$ cat src/rtl/sw_pkg.sv
// Shared switch definitions: flit flow-type codes, flow-field layout and the
// input-buffer FSM state encoding.
package sw_pkg;

    localparam int FLOW_W = 2;

    typedef enum logic [1:0] {
        FLOW_BODY = 2'b00,
        FLOW_TAIL = 2'b01,
        FLOW_HEAD = 2'b10,
        FLOW_HT   = 2'b11
    } flow_e;

    typedef enum logic [1:0] {
        IDLE = 2'b00,
        REQ  = 2'b01,
        XFER = 2'b10
    } state_e;

    // HEAD and HT both open a packet
    function automatic logic is_head(input logic [FLOW_W-1:0] flow);
        return (flow == FLOW_HEAD) || (flow == FLOW_HT);
    endfunction

endpackage

$ cat src/rtl/ibsm_vc_if.sv
// Input-buffer bus: per-VC FIFO/route-decoder signals toward the FSM, and the
// read-enable/request/crossbar-select signals back out.
interface ibsm_vc_if #(
    parameter int NPORT = 4,
    parameter int NVC   = 2,
    parameter int FLITW = 36
);
    localparam int VCW = (NVC > 1) ? $clog2(NVC) : 1;

    logic [NVC-1:0]       empty;
    logic [NVC*FLITW-1:0] pkto;
    logic [NVC*NPORT-1:0] reqi;
    logic                 ack;
    logic [NVC-1:0]       re;
    logic [NPORT-1:0]     req;
    logic [VCW-1:0]       sel_vc;
    logic                 err;

    modport master (
        input  empty, pkto, reqi, ack,
        output re, req, sel_vc, err
    );

    modport slave (
        output empty, pkto, reqi, ack,
        input  re, req, sel_vc, err
    );

endinterface

$ cat src/rtl/ibsm_rr_pick.sv
// Rotate-priority picker: first valid bit at or above ptr (wrapping), returned
// as one-hot vector plus binary index.
module ibsm_rr_pick #(
    parameter int NVC = 2,
    parameter int VCW = 1
) (
    input  logic [NVC-1:0] valid,
    input  logic [VCW-1:0] ptr,
    output logic [NVC-1:0] onehot,
    output logic [VCW-1:0] idx,
    output logic           any
);

    // scan NVC positions starting from ptr; first hit wins
    always_comb begin
        onehot = '0;
        idx    = '0;
        any    = 1'b0;
        for (int i = 0; i < NVC; i++) begin
            if (!any && valid[(int'(ptr) + i) % NVC]) begin
                any                             = 1'b1;
                idx                             = VCW'((int'(ptr) + i) % NVC);
                onehot[(int'(ptr) + i) % NVC]   = 1'b1;
            end else begin
                any = any;
            end
        end
    end

endmodule

$ cat src/rtl/ibsm_vc.sv
// Input-buffer state machine for one switch input with NVC virtual channels.
// Optional statistics counters enabled by defining IBSM_STATS_EN.
module ibsm_vc
    import sw_pkg::*;
#(
    parameter int NPORT = 4,
    parameter int NVC   = 2,
    parameter int FLITW = 36,
    parameter int CNTW  = 16
) (
    input  logic            clk,
    input  logic            rst,
    ibsm_vc_if.master       bus,
    output logic [CNTW-1:0] pkt_cnt,
    output logic [CNTW-1:0] drop_cnt
);

    localparam int VCW = (NVC > 1) ? $clog2(NVC) : 1;

    state_e           state_q, state_d;
    logic [VCW-1:0]   sel_q, sel_d;
    logic [VCW-1:0]   rr_q, rr_d;
    logic [NPORT-1:0] route_q, route_d;

    logic [NVC-1:0]    valid_s;
    logic [NVC-1:0]    pick_oh_s;
    logic [VCW-1:0]    pick_idx_s;
    logic              pick_any_s;
    logic [FLOW_W-1:0] pick_flow_s;
    logic [FLOW_W-1:0] own_flow_s;
    logic              own_empty_s;
    logic [NVC-1:0]    sel_oh_s;
    logic [NVC-1:0]    re_s;
    logic [NPORT-1:0]  req_s;
    logic              err_s;
    logic              done_s;

    assign valid_s = ~bus.empty;

    ibsm_rr_pick #(.NVC(NVC), .VCW(VCW)) u_pick (
        .valid  (valid_s),
        .ptr    (rr_q),
        .onehot (pick_oh_s),
        .idx    (pick_idx_s),
        .any    (pick_any_s)
    );

    assign pick_flow_s = bus.pkto[int'(pick_idx_s)*FLITW + FLITW - FLOW_W +: FLOW_W];
    assign own_flow_s  = bus.pkto[int'(sel_q)*FLITW + FLITW - FLOW_W +: FLOW_W];
    assign own_empty_s = bus.empty[sel_q];

    // one-hot read enable for the owned VC
    always_comb begin
        sel_oh_s = '0;
        for (int v = 0; v < NVC; v++) begin
            sel_oh_s[v] = (int'(sel_q) == v);
        end
    end

    // next-state, latches and combinational handshake outputs
    always_comb begin
        state_d = state_q;
        sel_d   = sel_q;
        route_d = route_q;
        rr_d    = rr_q;
        re_s    = '0;
        req_s   = '0;
        err_s   = 1'b0;
        done_s  = 1'b0;
        case (state_q)
            IDLE: begin
                if (pick_any_s) begin
                    if (is_head(pick_flow_s)) begin
                        sel_d   = pick_idx_s;
                        route_d = bus.reqi[int'(pick_idx_s)*NPORT +: NPORT];
                        state_d = REQ;
                    end else begin
                        re_s  = pick_oh_s;
                        err_s = 1'b1;
                    end
                end else begin
                    state_d = IDLE;
                end
            end
            REQ: begin
                req_s = route_q;
                if (bus.ack && !own_empty_s) begin
                    re_s = sel_oh_s;
                    if (own_flow_s == FLOW_HT) begin
                        done_s  = 1'b1;
                        state_d = IDLE;
                    end else begin
                        state_d = XFER;
                    end
                end else begin
                    state_d = REQ;
                end
            end
            XFER: begin
                // request stays up through bubbles; drops in the cycle the tail leaves
                if (!own_empty_s) begin
                    re_s = sel_oh_s;
                    if (own_flow_s == FLOW_TAIL) begin
                        done_s  = 1'b1;
                        state_d = IDLE;
                    end else begin
                        req_s = route_q;
                    end
                end else begin
                    req_s = route_q;
                end
            end
            default: begin
                state_d = IDLE;
            end
        endcase
        if (done_s) begin
            if (int'(sel_q) == NVC - 1) begin
                rr_d = '0;
            end else begin
                rr_d = sel_q + VCW'(1);
            end
        end else begin
            rr_d = rr_d;
        end
    end

    // FSM, owned VC, latched route and round-robin pointer
    always_ff @(posedge clk) begin
        if (rst) begin
            state_q <= IDLE;
            sel_q   <= '0;
            route_q <= '0;
            rr_q    <= '0;
        end else begin
            state_q <= state_d;
            sel_q   <= sel_d;
            route_q <= route_d;
            rr_q    <= rr_d;
        end
    end

    assign bus.re     = rst ? '0   : re_s;
    assign bus.req    = rst ? '0   : req_s;
    assign bus.err    = rst ? 1'b0 : err_s;
    assign bus.sel_vc = sel_q;

`ifdef IBSM_STATS_EN
    logic [CNTW-1:0] pkt_cnt_q, pkt_cnt_d;
    logic [CNTW-1:0] drop_cnt_q, drop_cnt_d;

    // saturating packet/drop counters
    always_comb begin
        pkt_cnt_d  = pkt_cnt_q;
        drop_cnt_d = drop_cnt_q;
        if (done_s && !(&pkt_cnt_q)) begin
            pkt_cnt_d = pkt_cnt_q + CNTW'(1);
        end else begin
            pkt_cnt_d = pkt_cnt_q;
        end
        if (err_s && !(&drop_cnt_q)) begin
            drop_cnt_d = drop_cnt_q + CNTW'(1);
        end else begin
            drop_cnt_d = drop_cnt_q;
        end
    end

    // counter registers
    always_ff @(posedge clk) begin
        if (rst) begin
            pkt_cnt_q  <= '0;
            drop_cnt_q <= '0;
        end else begin
            pkt_cnt_q  <= pkt_cnt_d;
            drop_cnt_q <= drop_cnt_d;
        end
    end

    assign pkt_cnt  = pkt_cnt_q;
    assign drop_cnt = drop_cnt_q;
`else
    assign pkt_cnt  = '0;
    assign drop_cnt = '0;
`endif

endmodule

$ cat src/flat_wrapper.sv
// flat-port wrapper written by rule: the top's interface ports become plain ports
module ibsm_vc_flat import sw_pkg::*;
#(
    parameter int NPORT = 4,
    parameter int NVC   = 2,
    parameter int FLITW = 36,
    parameter int CNTW  = 16
)
  (clk, rst, pkt_cnt, drop_cnt, bus_empty, bus_pkto, bus_reqi, bus_ack, bus_re, bus_req, bus_sel_vc, bus_err);
  ibsm_vc_if #(.NPORT(NPORT), .NVC(NVC), .FLITW(FLITW)) bus_i ();
  input  logic clk;
  input  logic rst;
  output logic [CNTW-1:0] pkt_cnt;
  output logic [CNTW-1:0] drop_cnt;
  input wire logic [$bits(bus_i.empty)-1:0] bus_empty;
  input wire logic [$bits(bus_i.pkto)-1:0] bus_pkto;
  input wire logic [$bits(bus_i.reqi)-1:0] bus_reqi;
  input wire logic [$bits(bus_i.ack)-1:0] bus_ack;
  output wire logic [$bits(bus_i.re)-1:0] bus_re;
  output wire logic [$bits(bus_i.req)-1:0] bus_req;
  output wire logic [$bits(bus_i.sel_vc)-1:0] bus_sel_vc;
  output wire logic [$bits(bus_i.err)-1:0] bus_err;
  assign bus_i.empty = bus_empty;
  assign bus_i.pkto = bus_pkto;
  assign bus_i.reqi = bus_reqi;
  assign bus_i.ack = bus_ack;
  assign bus_re = bus_i.re;
  assign bus_req = bus_i.req;
  assign bus_sel_vc = bus_i.sel_vc;
  assign bus_err = bus_i.err;
  ibsm_vc #(.NPORT(NPORT), .NVC(NVC), .FLITW(FLITW), .CNTW(CNTW)) u_core (.clk(clk), .rst(rst), .bus(bus_i), .pkt_cnt(pkt_cnt), .drop_cnt(drop_cnt));
endmodule
$ cat config.mk
export PLATFORM = sky130hd
export DESIGN_NAME = ibsm_vc_flat
export DESIGN_NICKNAME = d
export VERILOG_FILES = /design/src/rtl/sw_pkg.sv /design/src/rtl/ibsm_vc_if.sv /design/src/rtl/ibsm_rr_pick.sv /design/src/rtl/ibsm_vc.sv /design/src/flat_wrapper.sv
export SDC_FILE = /design/constraint.sdc
export NUM_CORES = 1
export LEC_CHECK = 0
export CELL_PAD_IN_SITES_DETAIL_PLACEMENT = 0
export CELL_PAD_IN_SITES_GLOBAL_PLACEMENT = 1
export CORE_MARGIN = 2
export CORE_UTILIZATION = 14
export DETAILED_ROUTE_END_ITERATION = 6
export PLACE_DENSITY_LB_ADDON = 0.05
export SKIP_LAST_GASP = 1
export SYNTH_ARGS = -nofsm -noshare
export SYNTH_HDL_FRONTEND = slang
export SYNTH_SLANG_ARGS = --single-unit
$ cat constraint.sdc
create_clock -name clk -period 1.5 [get_ports clk]
set_input_delay 0.3 -clock clk [delete_from_list [all_inputs] [get_ports clk]]
set_output_delay 0.3 -clock clk [all_outputs]
set_load 0.02 [all_outputs]
==> out/qor.yml, run 1 <==
syn_area_per_cell_sq_um: 8.35
p_leak_nw: 0.733
clockRootBuffer: "clkbuf_8"
die_y_um: 85.7
gr-usage-met3: 0.0183
muxShareOfSynthArea: 0.0817
crit_type: "flop to primary output"
ir_drop_uv: 244
setup_viol: 8
clk_path_buf_depth: 2
viasPerCell: 3.54
top_usage_layer: "met2"
synth_edf_count: 0
cts_tree: "done"
reg2reg_from: "u_core.state_q[0]"
nets: 259
seq_area_sq_um: 166
synth-xor-area-share: 0
cap_violations: 0
globalplace.congestion: 0.719
rows: 29
mostFrequentLayoutCells: "buf_4, conb_1, clkdlybuf4s50_1"
grt_pass1_vias: 913
synth_top_family_by_area: "buffers and inverters"
post_synth_fa_ha_maj_area_fraction: 0.0535
hold_viol: 0
worstReg2RegEnd: "u_core.rr_q"
fin_skew_ps: 0.136
maxSlewViolCount: 0
antenna_found_initial: 0
clkTransAtPathRegs_ps: 50
synth-seq-cells: 8
cts.sinks: 8
area.growth.synth_to_final_pct: 67.5
synth_area_sq_um: 935
status: "complete, but fails checks"
grt_overflow_total: 0
cts_hold_buf: 0
synth_compound_area_frac: 0.179
synthArstFlopShare: 0
crit_required_ps: 1200
crit_fanout: 4
cp-start-kind: "flop"
synth_flop_cell: "dfxtp_1"
rsz0062_at_grt: "true"
grt_max_degree: 10
fmax_ghz: 0.534
start_util: 0.146
dr.pass1.iters: 3
power_mw: 1.00
power_density_mw_per_mm2: 641
diodes: 0
seq_area_frac_synth: 0.171
ys_warn_count: 0
hold_path.class: "flop to flop"
h-tree-depth: 1
arrival_ps: 1570
met1_usage: 0.101
layout_commonest_cell: "buf_4"
fillCellCount: 703
fin_crit_ps: 1870
io_buffers: 24
fin_setup_tns_ps: -2450
ys_types: 36
fin_ws_ps: -371
holdPathStages: 2
die_area_sq_mm: 0.00735
endpoint_kind: "primary output"
fp.dieW_um: 85.7
layout-drive-gt1-share: 0.467
vias: 871
hpwlAfterDp_um: 2340
violations: "setup timing"
track_usage: 0.0805
reg2reg_slack_ps: -130
grtUsageMet2: 0.132
reg2reg_depth: 7
final_core_util: 0.245
coreArea_sq_mm: 0.00639
drt_wl_total_um: 2850
holdWs_ps: 519
drt_iter0_markers: 15
ios: 125
multi_input_area_sq_um: 738
period_share: 1.25
syn_inst: 112
grt_pass1_wl_um: 4510
numCtsBuffers: 3
whs_endpoint: "u_core.route_q[1]"
hp-start: "u_core.route_q[1]"
synth_simple_gate_area_frac: 0.197
clk_latency_ps: 230
drc: 0
ant_nets: 0
wl_per_cell_um: 11.6
## synthesized netlist by cell type, types with 2 or more instances
| cell | n | area share |
|---|---|---|
| nor3_1 | 2 | 0.011 |
| and2_1 | 4 | 0.027 |
| ha_1 | 4 | 0.054 |
| inv_1 | 6 | 0.024 |
| buf_4 | 32 | 0.26 |
| nor2_1 | 6 | 0.024 |
| a311oi_1 | 4 | 0.037 |
| dfxtp_1 | 8 | 0.17 |
| mux2i_1 | 5 | 0.054 |
| nor3_2 | 2 | 0.021 |
| clkbuf_1 | 2 | 0.0080 |
| buf_6 | 2 | 0.024 |
| nand2_1 | 3 | 0.012 |
| and3_1 | 2 | 0.013 |
| a211oi_1 | 2 | 0.016 |
| o211a_1 | 2 | 0.021 |
| a21oi_1 | 6 | 0.032 |
| nand3_1 | 2 | 0.011 |
## critical path: stages (launching register included)
cell     delay, ps
dfxtp_2        320
buf_4          130
ha_2           180
buf_4          150
o211a_1        270
and2_4         170
buf_6          120
## state kept, by name (all words and copies together) (netlist names)
register / cells
u_core.bus.sel_vc: 1
u_core.state_q: 2
u_core.route_q: 4
u_core.rr_q: 1
## worst max path at each step
stage	start	end	slack, ps	cells past startpoint
after floorplan	bus_empty[0]	bus_req[0]	-10	5
after global routing	u_core.bus.sel_vc	bus_req[0]	-450	5
final	u_core.state_q[0]	bus_req[1]	-370	6
after CTS	u_core.bus.sel_vc	bus_req[0]	-430	5
after detailed placement	bus_empty[1]	bus_req[0]	-1120	6
after global placement	bus_empty[1]	bus_req[0]	-1090	6
## what timing repair did
action	CTS	global route
pin swaps	14	15
gates resized for setup	71	12
cloned	0	0
setup endpoints to repair	16	14
buffers inserted	4	4
## metrics by stage
stage	setup slack (ps)	std cells	cell area [sq um]
floorplan	-13.1	143	1090
global placement	-1090	235	1360
detailed placement	-1120	235	1360
CTS	-429	243	1490
global route	-452	246	1570
finish	-371	246	1570
## logic make-up after synthesis
family,Yosys count
simple gates,28
mux,7
buf+inv,42
other cells,1
flops,8
fa+ha+maj,4
compound gates,22
## cell type report
| type | instances | share of cell area |
|---|---|---|
| multi-input cells | 93 | 0.472 |
| repair buffers | 58 | 0.317 |
| flip-flops and latches | 8 | 0.106 |
| well taps | 77 | 0.0616 |
| clock buffers | 4 | 0.0288 |
| inverters | 6 | 0.0144 |
## layer usage
layer / routed length [um] / share of wire
met2: 1340 / 0.47
met1: 1290 / 0.45
met4: 52 / 0.018
met5: 0 / 0
met3: 164 / 0.058
## power by group
| part | switching, mW | leakage, nW | internal, mW |
|---|---|---|---|
| sequential | 0.0134 | 0.0672 | 0.233 |
| clock | 0.106 | 0.0228 | 0.186 |
| combinational | 0.245 | 0.643 | 0.220 |
No activity file was read; power rests on OpenSTA's default activity.
==> run 2: changes to the inputs <==
--- a/config.mk
+++ b/config.mk
@@ -11,6 +11,7 @@
 export CORE_UTILIZATION = 14
 export DETAILED_ROUTE_END_ITERATION = 6
 export PLACE_DENSITY_LB_ADDON = 0.05
+export SETUP_SLACK_MARGIN = 0.2
 export SKIP_LAST_GASP = 1
 export SYNTH_ARGS = -nofsm -noshare
 export SYNTH_HDL_FRONTEND = slang
==> run 2 against run 1 <==
  * The run still ends with setup timing left
  * Hold slack got worse by 15 ps
  * Wire length increased by 12%
  * Count of clock-buffer cells in the layout unchanged
  * Critical path depth decreased by 1
  * Sequential share of layout area decreased by 0.34 points
  * Register-to-register slack about the same
  * First-iteration DRC count decreased by 13%
  * Sequential power increased by 2%
  * Design area increased by 7.2%
  * Non-clock buffer count decreased by 1
  * Critical endpoint is now bus_req[2]
==> out/qor.yml, run 2 (synthesized netlist as in run 1, its figures left out) <==
period_share: 1.23  # -0.0217
globalplace.congestion: 0.694  # -3.5%
hpwlAfterDp_um: 2400  # +2.7%
hold_viol: 0  # unchanged
clkTransAtPathRegs_ps: 50  # about the same
nets: 259  # unchanged
holdPathStages: 2  # unchanged
grt_overflow_total: 0  # unchanged
io_buffers: 24  # unchanged
largest_register_ffs: 4  # unchanged
die_y_um: 85.7  # unchanged
holdWs_ps: 504  # -15.2 ps
reg2reg_slack_ps: -120  # about the same
grt_pass1_wl_um: 5020  # +11%
reg2reg_from: "u_core.state_q[1]"
top_regs: "u_core.route_q (4), u_core.state_q (2)"
viasPerCell: 3.69  # +4.1%
place_worst_setup_slack_ps: -1100  # +17.1 ps
fmax_ghz: 0.544  # +1.8%
coreArea_sq_mm: 0.00639  # unchanged
regMostFlops: "u_core.route_q"
rows: 29  # unchanged
fp.dieW_um: 85.7  # unchanged
diodes: 0  # unchanged
die_area_sq_mm: 0.00735  # unchanged
reg2reg_depth: 7  # unchanged
wl_per_cell_um: 13.0  # +12%
drt_iter0_markers: 13  # -2
cts.sinks: 8  # unchanged
cap_violations: 0  # unchanged
p_leak_nw: 0.757  # +3.4%
dr.pass1.iters: 3  # unchanged
endpoint_kind: "primary output"
cts_tree: "done"
setup_viol: 10  # +2
layout_commonest_cell: "conb_1"
crit_required_ps: 1200  # about the same
cp-start-kind: "flop"
crit_type: "flop to primary output"
clk_latency_ps: 230  # about the same
violations: "setup timing"
ir_drop_uv: 264  # +8.2%
numCtsBuffers: 3  # unchanged
cp-startpoint: "u_core.bus.sel_vc"
drc: 0  # unchanged
hold_path.class: "flop to flop"
layout-drive-gt1-share: 0.538  # +0.0710
power_density_mw_per_mm2: 629  # -1.9%
fin_skew_ps: 4.51  # +4.37 ps
fin_crit_ps: 1840  # -32.6 ps
grt_pass1_vias: 947  # +3.7%
track_usage: 0.0883  # +0.00786
mostFrequentLayoutCells: "conb_1, buf_4, buf_6"
final_area_sq_mm: 0.00168  # +7.2%
drt_wl_total_um: 3190  # +12%
ant_nets: 0  # unchanged
h-tree-depth: 1  # unchanged
dpl_cell_area_sq_mm: 0.00139  # +2.4%
arrival_ps: 1540  # -30 ps
grt_max_degree: 11  # +1
path_cells: "nor4b_4, nor3_4, o211a_4, and2_4, buf_6"
antenna_found_initial: 0  # unchanged
vias: 907  # +4.1%
fillCellCount: 697  # -0.85%
clockRootBuffer: "clkbuf_8"
start_util: 0.146  # unchanged
crit_fanout: 4  # unchanged
status: "complete, but fails checks"
rsz0062_at_grt: "true"
clk_path_buf_depth: 2  # unchanged
maxSlewViolCount: 0  # unchanged
critPathSlowestCell: "dfxtp_4"
cts_hold_buf: 0  # unchanged
max_stage_delay_ps: 360  # +40 ps
hp-start: "u_core.route_q[2]"
ios: 125  # unchanged
area.growth.synth_to_final_pct: 79.5
fin_ws_ps: -339  # +32.6 ps
power_mw: 1.06  # +5.1%
[run 2: cell count changes in the layout (fill, tap and decap cells not counted), moves of 5 or more]
cell and delta:
a21oi_1 -5, a21oi_2 +5, buf_4 -8, buf_6 +6
[run 2: repair_timing]
| action | CTS | global route |
|---|---|---|
| resized for setup | 94 | 18 |
| setup buffers | 4 | 0 |
| pin swaps | 21 | 11 |
| setup endpoints to repair | 16 | 15 |
| gates cloned | 1 | 0 |
[run 2: final timing paths]
kind                  endpoint
max reg2reg        u_core.rr_q
min reg2reg  u_core.route_q[2]
min          u_core.route_q[2]
max                 bus_req[2]
[run 2: cell type report]
class / instances / area, sq um / area share
multi-input combinational: 94 / 823 / 0.491
timing repair buffer: 57 / 513 / 0.306
sequential: 8 / 173 / 0.103
tap: 77 / 96.3 / 0.0574
clock buffer: 4 / 45.0 / 0.0268
inverter: 6 / 27.5 / 0.0164
[run 2: routing by layer]
| metal | vias to the layer above | wire length (um) | GRT usage |
|---|---|---|---|
| met5 | - | 0 | 0 |
| met4 | 0 | 36 | 0.0303 |
| met3 | 2 | 168 | 0.0106 |
| met2 | 38 | 1520 | 0.147 |
| met1 | 425 | 1460 | 0.118 |
| li1 | 442 | - | - |
[run 2: power breakdown]
part	switching (mW)	internal (mW)
clock	0.0999	0.186
sequential	0.0180	0.233
combinational	0.275	0.244
[run 2: through the flow]
step            util  TNS (ps)  instances
2_1_floorplan      -     -52.3        143
3_3_place_gp   0.218    -11450        237
3_5_place_dp   0.218    -11550        237
4_1_cts        0.254     -2990        246
5_1_grt        0.263     -3140        246
6_report       0.263     -2360        246
[run 2: critical path, delay by kind of cell (launching register included)]
kind,cells,cell delay [ps]
simple gates,3,570
buf+inv,1,120
flops,1,360
compound gates,1,260
